File: src/rtl/serial_adder_pkg.sv
// Shared constants and FSM state type for the byte-serial adder.
package serial_adder_pkg;

  localparam int BYTE_W = 8;

  typedef enum logic {FIRST = 1'b0, MID = 1'b1} sa_state_t;

endpackage

File: src/rtl/serial_byte_adder_adder.sv
// Combinational W-bit adder cell: sum, carry-out and the full (W+1)-bit result.
module adder #(
  parameter int W = 8
) (
  input  logic [W-1:0] a,
  input  logic [W-1:0] b,
  input  logic         cin,
  output logic [W-1:0] sum,
  output logic         cout,
  output logic [W:0]   result
);

  assign result = {1'b0, a} + {1'b0, b} + {{W{1'b0}}, cin};
  assign sum    = result[W-1:0];
  assign cout   = result[W];

endmodule

File: src/rtl/serial_byte_adder.sv
// Byte-serial multi-precision adder: one operand byte pair per beat, LSB first,
// with a single registered output stage and a carry held between beats.
module serial_byte_adder
  import serial_adder_pkg::*;
#(
  parameter int MAX_BYTES = 16,
  parameter int IDX_W     = $clog2(MAX_BYTES)
) (
  input  logic              clk,
  input  logic              rst_n,
  input  logic              in_valid,
  output logic              in_ready,
  input  logic [BYTE_W-1:0] in_a,
  input  logic [BYTE_W-1:0] in_b,
  input  logic              in_cin,
  input  logic              in_last,
  output logic              out_valid,
  input  logic              out_ready,
  output logic [BYTE_W-1:0] out_sum,
  output logic              out_last,
  output logic              out_cout,
  output logic [IDX_W-1:0]  out_idx,
  output logic              out_err
);

  sa_state_t         state_reg;
  logic              carry_reg;
  logic [IDX_W-1:0]  idx_reg;

  logic              accept;
  logic              add_cin;
  logic [BYTE_W-1:0] add_sum;
  logic              add_cout;
  logic [BYTE_W:0]   unused_result;
  logic [IDX_W-1:0]  cur_idx;
  logic              at_limit;
  logic              forced_last;
  logic              beat_last;

  // Output register refills in the same cycle it is drained.
  assign in_ready = rst_n && (!out_valid || out_ready);
  assign accept   = in_valid && in_ready;

  assign add_cin     = (state_reg == FIRST) ? in_cin : carry_reg;
  assign cur_idx     = (state_reg == FIRST) ? '0 : idx_reg;
  assign at_limit    = (cur_idx == IDX_W'(MAX_BYTES - 1));
  assign forced_last = at_limit && !in_last;
  assign beat_last   = in_last || at_limit;

  adder #(
    .W(BYTE_W)
  ) u_adder (
    .a      (in_a),
    .b      (in_b),
    .cin    (add_cin),
    .sum    (add_sum),
    .cout   (add_cout),
    .result (unused_result)
  );

  always_ff @(posedge clk) begin
    if (!rst_n) begin
      state_reg <= FIRST;
      carry_reg <= 1'b0;
      idx_reg   <= '0;
      out_valid <= 1'b0;
      out_sum   <= '0;
      out_last  <= 1'b0;
      out_cout  <= 1'b0;
      out_idx   <= '0;
      out_err   <= 1'b0;
    end else if (accept) begin
      out_valid <= 1'b1;
      out_sum   <= add_sum;
      out_idx   <= cur_idx;
      out_last  <= beat_last;
      out_cout  <= beat_last && add_cout;
      out_err   <= forced_last;
      // A truncated packet ends exactly like a normal one: next beat restarts.
      if (beat_last) begin
        state_reg <= FIRST;
        carry_reg <= 1'b0;
        idx_reg   <= '0;
      end else begin
        state_reg <= MID;
        carry_reg <= add_cout;
        idx_reg   <= cur_idx + IDX_W'(1);
      end
    end else if (out_ready) begin
      out_valid <= 1'b0;
    end
  end

endmodule

File: config.mk
export PLATFORM = sky130hd
export DESIGN_NAME = serial_byte_adder
export DESIGN_NICKNAME = d
export VERILOG_FILES = /design/src/rtl/serial_adder_pkg.sv /design/src/rtl/serial_byte_adder_adder.sv /design/src/rtl/serial_byte_adder.sv
export SDC_FILE = /design/constraint.sdc
export NUM_CORES = 1
export LEC_CHECK = 0
export ABC_AREA = 1
export ABC_CLOCK_PERIOD_IN_PS = 3500
export CAP_MARGIN = 15
export CORE_AREA = 2 2 48 61
export CTS_BUF_LIST = sky130_fd_sc_hd__clkbuf_4
export DETAILED_ROUTE_END_ITERATION = 10
export DIE_AREA = 0 0 50 63
export GPL_TIMING_DRIVEN = 0
export PLACE_DENSITY = 0.94
export SETUP_SLACK_MARGIN = 0.5
export SLEW_MARGIN = 30
export SYNTH_ARGS = -nofsm -noshare
export SYNTH_HDL_FRONTEND = slang
export SYNTH_SLANG_ARGS = --single-unit
File: constraint.sdc
create_clock -name clk -period 3.5 [get_ports clk]
set_input_delay 0.7 -clock clk [delete_from_list [all_inputs] [get_ports clk]]
set_output_delay 0.7 -clock clk [all_outputs]
set_load 0.02 [all_outputs]
==> results_dict.tcl <==
set metrics [dict create \
    status "finished clean" \
    clk_pin_slew_worst_paths_ps 110 \
    power_density_nw_per_um2 331.2 \
    track_usage 0.2063 \
    syn_area_um2 1251 \
    num_antenna_cells 0 \
    p_clk_frac 0.202 \
    maxSlewViolCount 0 \
    p_comb_frac 0.305 \
    die_h_um 63 \
    die_area_um2 3150 \
    rsz0062_at_grt "no" \
    crit_path_max_fanout 2 \
    grt.overflow.total 0 \
    cts_hold_buf 0 \
    critPathKind "in2out" \
    ys_ff_latch 22 \
    worstHoldPathType "reg2reg" \
    drtIter0Drc 52 \
    drv_cap 0 \
    hold_violations 0 \
    critical_path.cell_chain "clkdlybuf4s50_1 -> nor2_1 -> nor2_1 -> clkdlybuf4s50_1" \
    syn_nets 210 \
    startpoint_type "input pin" \
    port_buffers 38 \
    setup_viol 0 \
    slowest_stage "clkdlybuf4s50_1" \
    clock_sinks 22 \
    wire_per_inst_um 10.86 \
    layout.nets 253 \
    tritoncts "done" \
    swShare 0.3062 \
    worst-slew-pin-transition_ps 291.3 \
    wirelength_um 2747 \
    power.leakage_nw 0.8125 \
    stdcell_count 253 \
    die_w_um 50 \
    numCtsBuffers 3 \
    gp_congestion 0.8601 \
    slew_headroom 0.8055 \
    synthDistinctLibCells 23 \
    vias 1273 \
    yosysTopAreaCell "dfxtp_1" \
    ir_drop_mv 0.1586 \
    num_rows 21 \
    fin_crit_ps 2608 \
    power.net_switching_mw 0.1725 \
    path_depth 4 \
    dp_hpwl_um 2209 \
    intPower_mw 0.3908 \
    cts_resized 1 \
    dp.cells 250 \
    ys_seq_area_frac 0.3520 \
    fin_crit_sh 0.7451 \
    slowest_delay_ps 610 \
    ant_nets 0 \
    finalPower_mw 0.5632 \
    htree_levels 1 \
    synthTopCellsByArea "dfxtp_1 35%, nand2_1 15%, ha_1 8.0%" \
    crit_buf_inv 2 \
    grt_pass1_wl_um 5057 \
    core_um2 2601 \
    drive_gt1_frac 0.06393 \
    clk_latency_ps 310 \
    hold_depth 2 \
    grt_max_degree 12 \
    ys_warn_count 0 \
    r2r_cells 12 \
    fin_tns_setup_ps 0 \
    synth_cells 178 \
    pin_count 39 \
    area_growth_pct 35.90 \
    largest_reg_flops 8 \
    cts_root_buf "clkbuf_4" \
    cp_top_family "buffers and inverters" \
    antenna_found_initial 0 \
    clock_skew_ps 0.9231 \
    viasPerCell 5.032 \
    drt_first_pass_iters 4 \
    clockBufferDepth 2 \
    synth_top_area_share 0.3520 \
    cts_setup_buffers 0 \
    endpoint_kind "output pin" \
    max_freq_mhz 383.5 \
    syn_area_per_cell_um2 7.029 \
    cp_data_arrival_time_ps 1910 \
    start_util 0.4810 \
    utilization 0.6537 \
    pwr-share-seq 0.493 \
    drcViolationCount 0 \
    whs_ps 469.9 \
    required_ps 2800 \
    first_global_vias 1216 \
]
-- power by group through the flow --
stage               Combinational (mW)  Sequential [mW]  Clock (mW)
floorplan                       0.0801            0.300           0
global placement                 0.167            0.283           0
detailed placement               0.172            0.283           0
CTS                              0.173            0.277       0.113
global route                     0.194            0.279       0.124
finish                           0.172            0.277       0.114
-- tightest hold or removal path, delay by kind of cell, from the launching register on --
| kind | cells | cell delay [ps] |
|---|---|---|
| flops | 1 | 330 |
| simple gates | 2 | 110 |
-- stage by stage --
stage          instance area, um2  worst slack, ps
4_1_cts                      1698            517.7
5_1_grt                      1700            788.8
3_3_place_gp                 1674            410.5
6_report                     1700            892.1
2_1_floorplan                1251             1458
3_5_place_dp                 1674            409.7
-- cell usage in the layout, fill, tap and decap left out, types with 2 or more instances in the layout --
cell type,n
nand2_1,49
clkdlybuf4s50_1,37
inv_1,22
dfxtp_1,22
a21oi_1,17
nor2_1,16
nand3_1,13
ha_1,8
o21ai_0,7
xor2_1,4
buf_2,3
clkbuf_4,3
inv_2,2
nand2_2,2
nand3b_1,2
fa_1,2
-- Yosys cell counts --
cell type  number
or2_2           1
ha_1            8
o21bai_1        1
dfxtp_1        22
buf_2           3
o21ai_0         7
inv_1          22
inv_2           2
nand3b_1        2
xnor2_1         1
nand2_2         2
nand3_1        13
o21ai_1         1
clkinv_1        1
nand2_1        49
xor2_1          4
nor2_1         16
nand3_4         1
nand4_1         1
buf_6           1
a21oi_1        17
fa_1            2
a22oi_1         1
-- worst paths after layout --
| check | slack, ps | to | from |
|---|---|---|---|
| min reg2reg | 470 | out_sum[0]$_SDFFE_PN0P_ | out_sum[0]$_SDFFE_PN0P_ |
| max | 890 | in_ready | out_ready |
| min | 470 | out_sum[0]$_SDFFE_PN0P_ | out_sum[0]$_SDFFE_PN0P_ |
| max reg2reg | 1400 | carry_reg$_SDFFE_PN0P_ | state_reg$_SDFFE_PN0P_ |
-- per-layer routing --
metal,up-vias,track usage,part of all wire
met5,-,0,0
met1,575,0.2126,0.38
met4,0,0.09375,0.026
met2,42,0.3914,0.56
li1,649,-,-
met3,7,0.03110,0.040
-- final cells by class --
| type | instances | area (um2) |
|---|---|---|
| well taps | 34 | 42.54 |
| fillers | 212 | 900.9 |
| repair buffers | 38 | 382.9 |
| multi-input cells | 127 | 690.7 |
| plain buffers | 4 | 26.28 |
| flip-flops and latches | 22 | 440.4 |
| clock buffers | 3 | 22.52 |
| inverters | 25 | 95.09 |
-- logic make-up (layout without fill, tap and decap cells) --
kind of cell | after synthesis | count (layout) | share of synthesized area
adders and majority gates | 10 | 10 | 0.1120
DFF | 22 | 22 | 0.3520
and+or+nand+nor | 85 | 85 | 0.2930
xor gates and xnor gates | 5 | 5 | 0.03500
buffers and inverters | 29 | 70 | 0.09600
AOI/OAI and AO/OA | 27 | 27 | 0.1120
No activity file was read; power rests on OpenSTA's default activity.
